$ cat config.mk
export PLATFORM = sky130hd
export DESIGN_NAME = alu_seq
export DESIGN_NICKNAME = d
export VERILOG_FILES = /design/src/rtl/alu_pkg.sv /design/src/rtl/alu_seq.sv
export SDC_FILE = /design/constraint.sdc
export NUM_CORES = 1
export LEC_CHECK = 0
export ABC_AREA = 1
export CORE_MARGIN = 5
export CORE_UTILIZATION = 53
export CTS_BUF_LIST = sky130_fd_sc_hd__clkbuf_16
export DETAILED_ROUTE_END_ITERATION = 8
export PLACE_DENSITY = 0.91
export SYNTH_ARGS = -nofsm -noshare
export SYNTH_HDL_FRONTEND = slang
export SYNTH_SLANG_ARGS = --single-unit
$ cat constraint.sdc
create_clock -name clk -period 4.5 [get_ports clk]
set_input_delay 1.125 -clock clk [delete_from_list [all_inputs] [get_ports clk]]
set_output_delay 1.125 -clock clk [all_outputs]
set_load 0.02 [all_outputs]
$ cat src/rtl/alu_pkg.sv
// +----------------------------------------------------------------------------+
// | Module   : alu_pkg                                                         |
// | Brief    : Opcode encoding, sequencer states and opcode helpers for alu_seq |
// | Revision : 1.0                                                             |
// +----------------------------------------------------------------------------+
`default_nettype none

package alu_pkg;

    typedef enum logic [3:0] {
        OP_INC = 4'b0000,
        OP_ADD = 4'b0001,
        OP_SUB = 4'b0010,
        OP_MUL = 4'b0011,
        OP_DIV = 4'b0100,
        OP_REM = 4'b0101,
        OP_AND = 4'b0110,
        OP_OR  = 4'b0111,
        OP_XOR = 4'b1000,
        OP_NEG = 4'b1001
    } alu_op_t;

    typedef enum logic [2:0] {
        ST_IDLE    = 3'd0,
        ST_POP_B   = 3'd1,
        ST_POP_A   = 3'd2,
        ST_EXEC    = 3'd3,
        ST_PUSH_LO = 3'd4,
        ST_PUSH_HI = 3'd5,
        ST_DONE    = 3'd6
    } seq_state_t;

    function automatic logic is_unary(input logic [3:0] op);
        return (op == OP_INC) || (op == OP_NEG);
    endfunction

    function automatic logic is_div(input logic [3:0] op);
        return (op == OP_DIV) || (op == OP_REM);
    endfunction

endpackage

`default_nettype wire

$ cat src/rtl/alu_seq.sv
// +----------------------------------------------------------------------------+
// | Module   : alu_seq                                                         |
// | Brief    : Pops operands, holds them on the alu for a settle window, pushes |
// |            the result(s). Optional ALU_DIV_ZERO_TRAP_EN enables div-by-0 trap.|
// | Revision : 1.0                                                             |
// +----------------------------------------------------------------------------+
`default_nettype none

module alu_seq
    import alu_pkg::*;
#(
    parameter int EXEC_CYCLES = 1,
    parameter int DIV_CYCLES  = 4
) (
    input  logic        clk,
    input  logic        rst_n,
    input  logic        op_valid,
    output logic        op_ready,
    input  logic [3:0]  op_code,
    input  logic        op_wide,
    output logic        pop_req,
    input  logic        pop_valid,
    input  logic [31:0] pop_data,
    output logic        push_valid,
    input  logic        push_ready,
    output logic [31:0] push_data,
    output logic [31:0] alu_a,
    output logic [31:0] alu_b,
    output logic [3:0]  alu_op,
    input  logic [31:0] alu_lo,
    input  logic [31:0] alu_hi,
    output logic        done,
    output logic        trap
);

    localparam int CNT_W = 16;

    seq_state_t        state_q, state_d;
    logic [3:0]        op_q, op_d;
    logic              wide_q, wide_d;
    logic [31:0]       a_q, a_d, b_q, b_d;
    logic [31:0]       lo_q, lo_d, hi_q, hi_d;
    logic [31:0]       push_data_q, push_data_d;
    logic [CNT_W-1:0]  cnt_q, cnt_d;
    logic              op_ready_q, op_ready_d;
    logic              pop_req_q, pop_req_d;
    logic              push_valid_q, push_valid_d;
    logic              done_q, done_d;
`ifdef ALU_DIV_ZERO_TRAP_EN
    logic              trap_q, trap_d;
`endif

    always_comb begin
        state_d = state_q;
        op_d    = op_q;
        wide_d  = wide_q;
        a_d     = a_q;
        b_d     = b_q;
        lo_d    = lo_q;
        hi_d    = hi_q;
        cnt_d   = cnt_q;
`ifdef ALU_DIV_ZERO_TRAP_EN
        trap_d  = 1'b0;
`endif
        case (state_q)
            ST_IDLE: begin
                if (op_valid) begin
                    op_d    = op_code;
                    wide_d  = op_wide;
                    state_d = ST_POP_B;
                end
            end
            ST_POP_B: begin
                if (pop_req_q && pop_valid) begin
                    b_d = pop_data;
                    if (is_unary(op_q)) begin
                        a_d     = 32'd0;
                        cnt_d   = CNT_W'(EXEC_CYCLES - 1);
                        state_d = ST_EXEC;
                    end else begin
                        state_d = ST_POP_A;
                    end
                end
            end
            ST_POP_A: begin
                if (pop_req_q && pop_valid) begin
                    a_d     = pop_data;
                    cnt_d   = is_div(op_q) ? CNT_W'(DIV_CYCLES - 1) : CNT_W'(EXEC_CYCLES - 1);
                    state_d = ST_EXEC;
`ifdef ALU_DIV_ZERO_TRAP_EN
                    // Divisor already sits in B; retire straight away without touching the stack.
                    if (is_div(op_q) && (b_q == 32'd0)) begin
                        trap_d  = 1'b1;
                        state_d = ST_DONE;
                    end
`endif
                end
            end
            ST_EXEC: begin
                if (cnt_q == '0) begin
                    lo_d    = alu_lo;
                    hi_d    = alu_hi;
                    state_d = ST_PUSH_LO;
                end else begin
                    cnt_d = cnt_q - 1'b1;
                end
            end
            ST_PUSH_LO: begin
                if (push_valid_q && push_ready) begin
                    state_d = wide_q ? ST_PUSH_HI : ST_DONE;
                end
            end
            ST_PUSH_HI: begin
                if (push_valid_q && push_ready) begin
                    state_d = ST_DONE;
                end
            end
            ST_DONE: begin
                state_d = ST_IDLE;
            end
            default: begin
                state_d = ST_IDLE;
            end
        endcase

        // Handshake outputs are registered images of the next state.
        op_ready_d   = (state_d == ST_IDLE);
        pop_req_d    = (state_d == ST_POP_B) || (state_d == ST_POP_A);
        push_valid_d = (state_d == ST_PUSH_LO) || (state_d == ST_PUSH_HI);
        done_d       = (state_d == ST_DONE);
        push_data_d  = (state_d == ST_PUSH_HI) ? hi_d :
                       (state_d == ST_PUSH_LO) ? lo_d : push_data_q;
    end

    always_ff @(posedge clk or negedge rst_n) begin
        if (!rst_n) begin
            state_q      <= ST_IDLE;
            op_q         <= 4'd0;
            wide_q       <= 1'b0;
            a_q          <= 32'd0;
            b_q          <= 32'd0;
            lo_q         <= 32'd0;
            hi_q         <= 32'd0;
            push_data_q  <= 32'd0;
            cnt_q        <= '0;
            op_ready_q   <= 1'b1;
            pop_req_q    <= 1'b0;
            push_valid_q <= 1'b0;
            done_q       <= 1'b0;
        end else begin
            state_q      <= state_d;
            op_q         <= op_d;
            wide_q       <= wide_d;
            a_q          <= a_d;
            b_q          <= b_d;
            lo_q         <= lo_d;
            hi_q         <= hi_d;
            push_data_q  <= push_data_d;
            cnt_q        <= cnt_d;
            op_ready_q   <= op_ready_d;
            pop_req_q    <= pop_req_d;
            push_valid_q <= push_valid_d;
            done_q       <= done_d;
        end
    end

`ifdef ALU_DIV_ZERO_TRAP_EN
    always_ff @(posedge clk or negedge rst_n) begin
        if (!rst_n) begin
            trap_q <= 1'b0;
        end else begin
            trap_q <= trap_d;
        end
    end
    assign trap = trap_q;
`else
    assign trap = 1'b0;
`endif

    assign op_ready   = op_ready_q;
    assign pop_req    = pop_req_q;
    assign push_valid = push_valid_q;
    assign push_data  = push_data_q;
    assign alu_a      = a_q;
    assign alu_b      = b_q;
    assign alu_op     = op_q;
    assign done       = done_q;

endmodule

`default_nettype wire

==> impl_metrics.toml <==
[status]
status = "finished clean"

[clocking]
cts_tree = "done"
cts_hold_buf = 0
clock_path_buffers = 2
post-cts-setup-buffers = 0
worstSkewPairLatency_ns = 0.42
ctsResizeCount = 0
cts_num_sinks = 188
root_buffer = "clkbuf_16"
numCtsBuffers = 17
htreeDepth = 4
clk_pin_slew_ns = 0.07

[final_layout]
drive_gt1_frac = 0.0572
area_growth_pct = 33.8
mostFrequentLayoutCells = "nand2_1 (366), clkdlybuf4s50_1 (208), dfrtp_1 (187)"
n_fill_cell = 1094
layout_commonest_cell = "nand2_1"
stdcell_area_sq_mm = 0.0108
fin_nets = 1231
fin_cells = 1326

[power]
pwr_density_cell_mw_per_mm2 = 303
design_power_total_mw = 3.28
leakagePower_nw = 5.03
peakVddDrop_mv = 0.263

[global_routing]
grt_max_degree = 104
grt_pass1_wl_microns = 35500
grt_pass1_vias = 7157
antenna_found_initial = 1
grt_use_total = 0.248
globalRouteOverflowTotal = 0

[sta]
period_minus_slack_ns = 3.20
slew_headroom = 0.254
rsz0062_at_grt = "false"
skew_ns = 0.00971
tightestPinTransition_ns = 1.11
fmax_mhz = 313
drv_slew = 0
final_hold_viol_count = 0
setup_viol = 0
min_period_over_period = 0.710
fin_setup_tns_ns = 0

[routing]
first_iter_violations = 651
vias_per_cell = 5.34
antenna_left = 0
drcViolationCount = 0
num_vias = 7080
drtPass1Iterations = 5
wl_per_cell_microns = 16.4
totalWireLength_microns = 21800

[synth]
ys_seq_area_frac = 0.582
syn_inst = 933
synth_fp_nets = 1040
synth_cell_types = 30
ys_seq_elements = 188
syn_area_sq_mm = 0.00809
yosysWarnings = 0
avgSynthCellArea_sq_um = 8.67

[place]
hpwl_microns = 14600
dp_cells = 1293
portBuffers = 209
gp_congestion = 0.850
postPlaceCellArea_sq_mm = 0.0103

[floorplanning]
rows = 45
fp.dieH_microns = 134
dieArea_sq_mm = 0.0178
die_w_microns = 134
start_util = 0.536
coreArea_sq_mm = 0.0151
boundaryPins = 211

[critical_path]
rr_startpoint = "state_q[1]$_DFF_PN0_"
start_kind = "input pin"
cp-startpoint = "pop_valid"
critPathCaptureType = "register"
critPathMaxFanout = 64
critical_path_class = "input pin to register"
crit_required_ns = 4.80
arrival_ns = 3.49

[min_path]
hp-start = "lo_q[30]$_DFF_PN0_"
hold_class = "register to register"

[flow_run]
cap_violations = 0
[per-layer routing]
| layer | track usage | vias up | part of all wire |
|---|---|---|---|
| li1 | - | 3355 | - |
| met1 | 0.309 | 3390 | 0.41 |
| met2 | 0.415 | 273 | 0.51 |
| met3 | 0.0510 | 62 | 0.052 |
| met4 | 0.121 | 0 | 0.037 |
| met5 | 0 | - | 0 |
[layout make-up]
cell class                 instances  area (sq um)  area share
antenna                            1          2.50    0.000231
clock buffer                      17           425      0.0393
tap                              188           235      0.0217
sequential                       188          4710       0.435
clock inverter                    15           143      0.0132
multi-input combinational        639          2920       0.270
inverter                          61           229      0.0211
timing repair buffer             217          2170       0.200
[worst max-delay path, cell delays in order]
cell and delay, ns:
clkdlybuf4s50_1 0.45, nand2_1 0.04, inv_1 0.14, nand2_4 0.35
nand2_1 0.21, nand2_2 0.62, o31ai_1 0.54
[where the power goes]
part / internal, mW / leakage, nW / switching [mW]
Sequential: 1.69 / 2.20 / 0
Combinational: 0.0835 / 2.55 / 0.0566
Clock: 0.816 / 0.286 / 0.633
Total: 2.59 / 5.03 / 0.690
[cells in the mapped netlist]
cell type / instances / share of area
dfrtp_1: 187 / 0.58
inv_2: 7 / 0.0032
conb_1: 1 / 0.00046
inv_1: 54 / 0.025
mux2_2: 6 / 0.0083
or2_2: 1 / 0.00077
buf_2: 12 / 0.0074
and2_0: 1 / 0.00077
nand3_1: 108 / 0.067
a21oi_2: 1 / 0.0011
buf_6: 2 / 0.0028
ha_1: 1 / 0.0015
nor2_8: 1 / 0.0025
nor2_1: 37 / 0.017
nand2_2: 2 / 0.0015
nand3_2: 1 / 0.0012
dfstp_2: 1 / 0.0032
xor2_1: 13 / 0.014
nand2_1: 367 / 0.17
nand4_1: 3 / 0.0023
a21oi_1: 5 / 0.0031
o21ai_2: 1 / 0.0011
clkbuf_1: 20 / 0.0093
nand2_4: 1 / 0.0014
nor3_1: 5 / 0.0031
o31ai_1: 29 / 0.027
nor2_2: 3 / 0.0023
o21ai_0: 50 / 0.031
buf_4: 11 / 0.010
nor2_4: 2 / 0.0028
[final timing paths]
path | endpoint | cells past startpoint | slack (ns)
max in group asynchronous | alu_b[15]$_DFFE_PN0P_ | 2 | 2.74
worst min-delay path | lo_q[30]$_DFF_PN0_ | 2 | 0.48
worst min register to register | lo_q[30]$_DFF_PN0_ | 2 | 0.48
min in group asynchronous | alu_b[12]$_DFFE_PN0P_ | 1 | 0.78
worst max-delay path | alu_a[1]$_DFFE_PN0P_ | 7 | 1.30
worst max register to register | alu_a[1]$_DFFE_PN0P_ | 7 | 1.93
[sequential cells by signal, indices dropped and copies added (netlist names)]
name,cells
alu_a,32
alu_b,32
alu_op,4
cnt_q,16
done,1
hi_q,32
lo_q,32
op_ready,1
pop_req,1
push_data,32
push_valid,1
state_q,3
wide_q,1
[cells by family (layout without fill, tap and decap cells)]
group                      count (synthesis)  after routing  synth area share
xor gates and xnor gates                  13             13            0.0141
adders and majority gates                  1              1           0.00155
muxes                                      6              6           0.00835
other                                      1              2          0.000463
AOI/OAI and AO/OA                         86             86            0.0631
and+or+nand+nor                          532            532             0.273
DFF                                      188            188             0.582
buffers and inverters                    106            310            0.0580
[per-stage QoR]
stage	hold slack, ns	util	worst slack, ns
after floorplan	0.444	-	2.28
after global placement	0.457	0.680	1.07
after detailed placement	0.461	0.680	0.901
after CTS	0.478	0.717	1.32
after global routing	0.496	0.718	1.04
final	0.475	0.718	1.30
(Power assumes the default switching activity.)
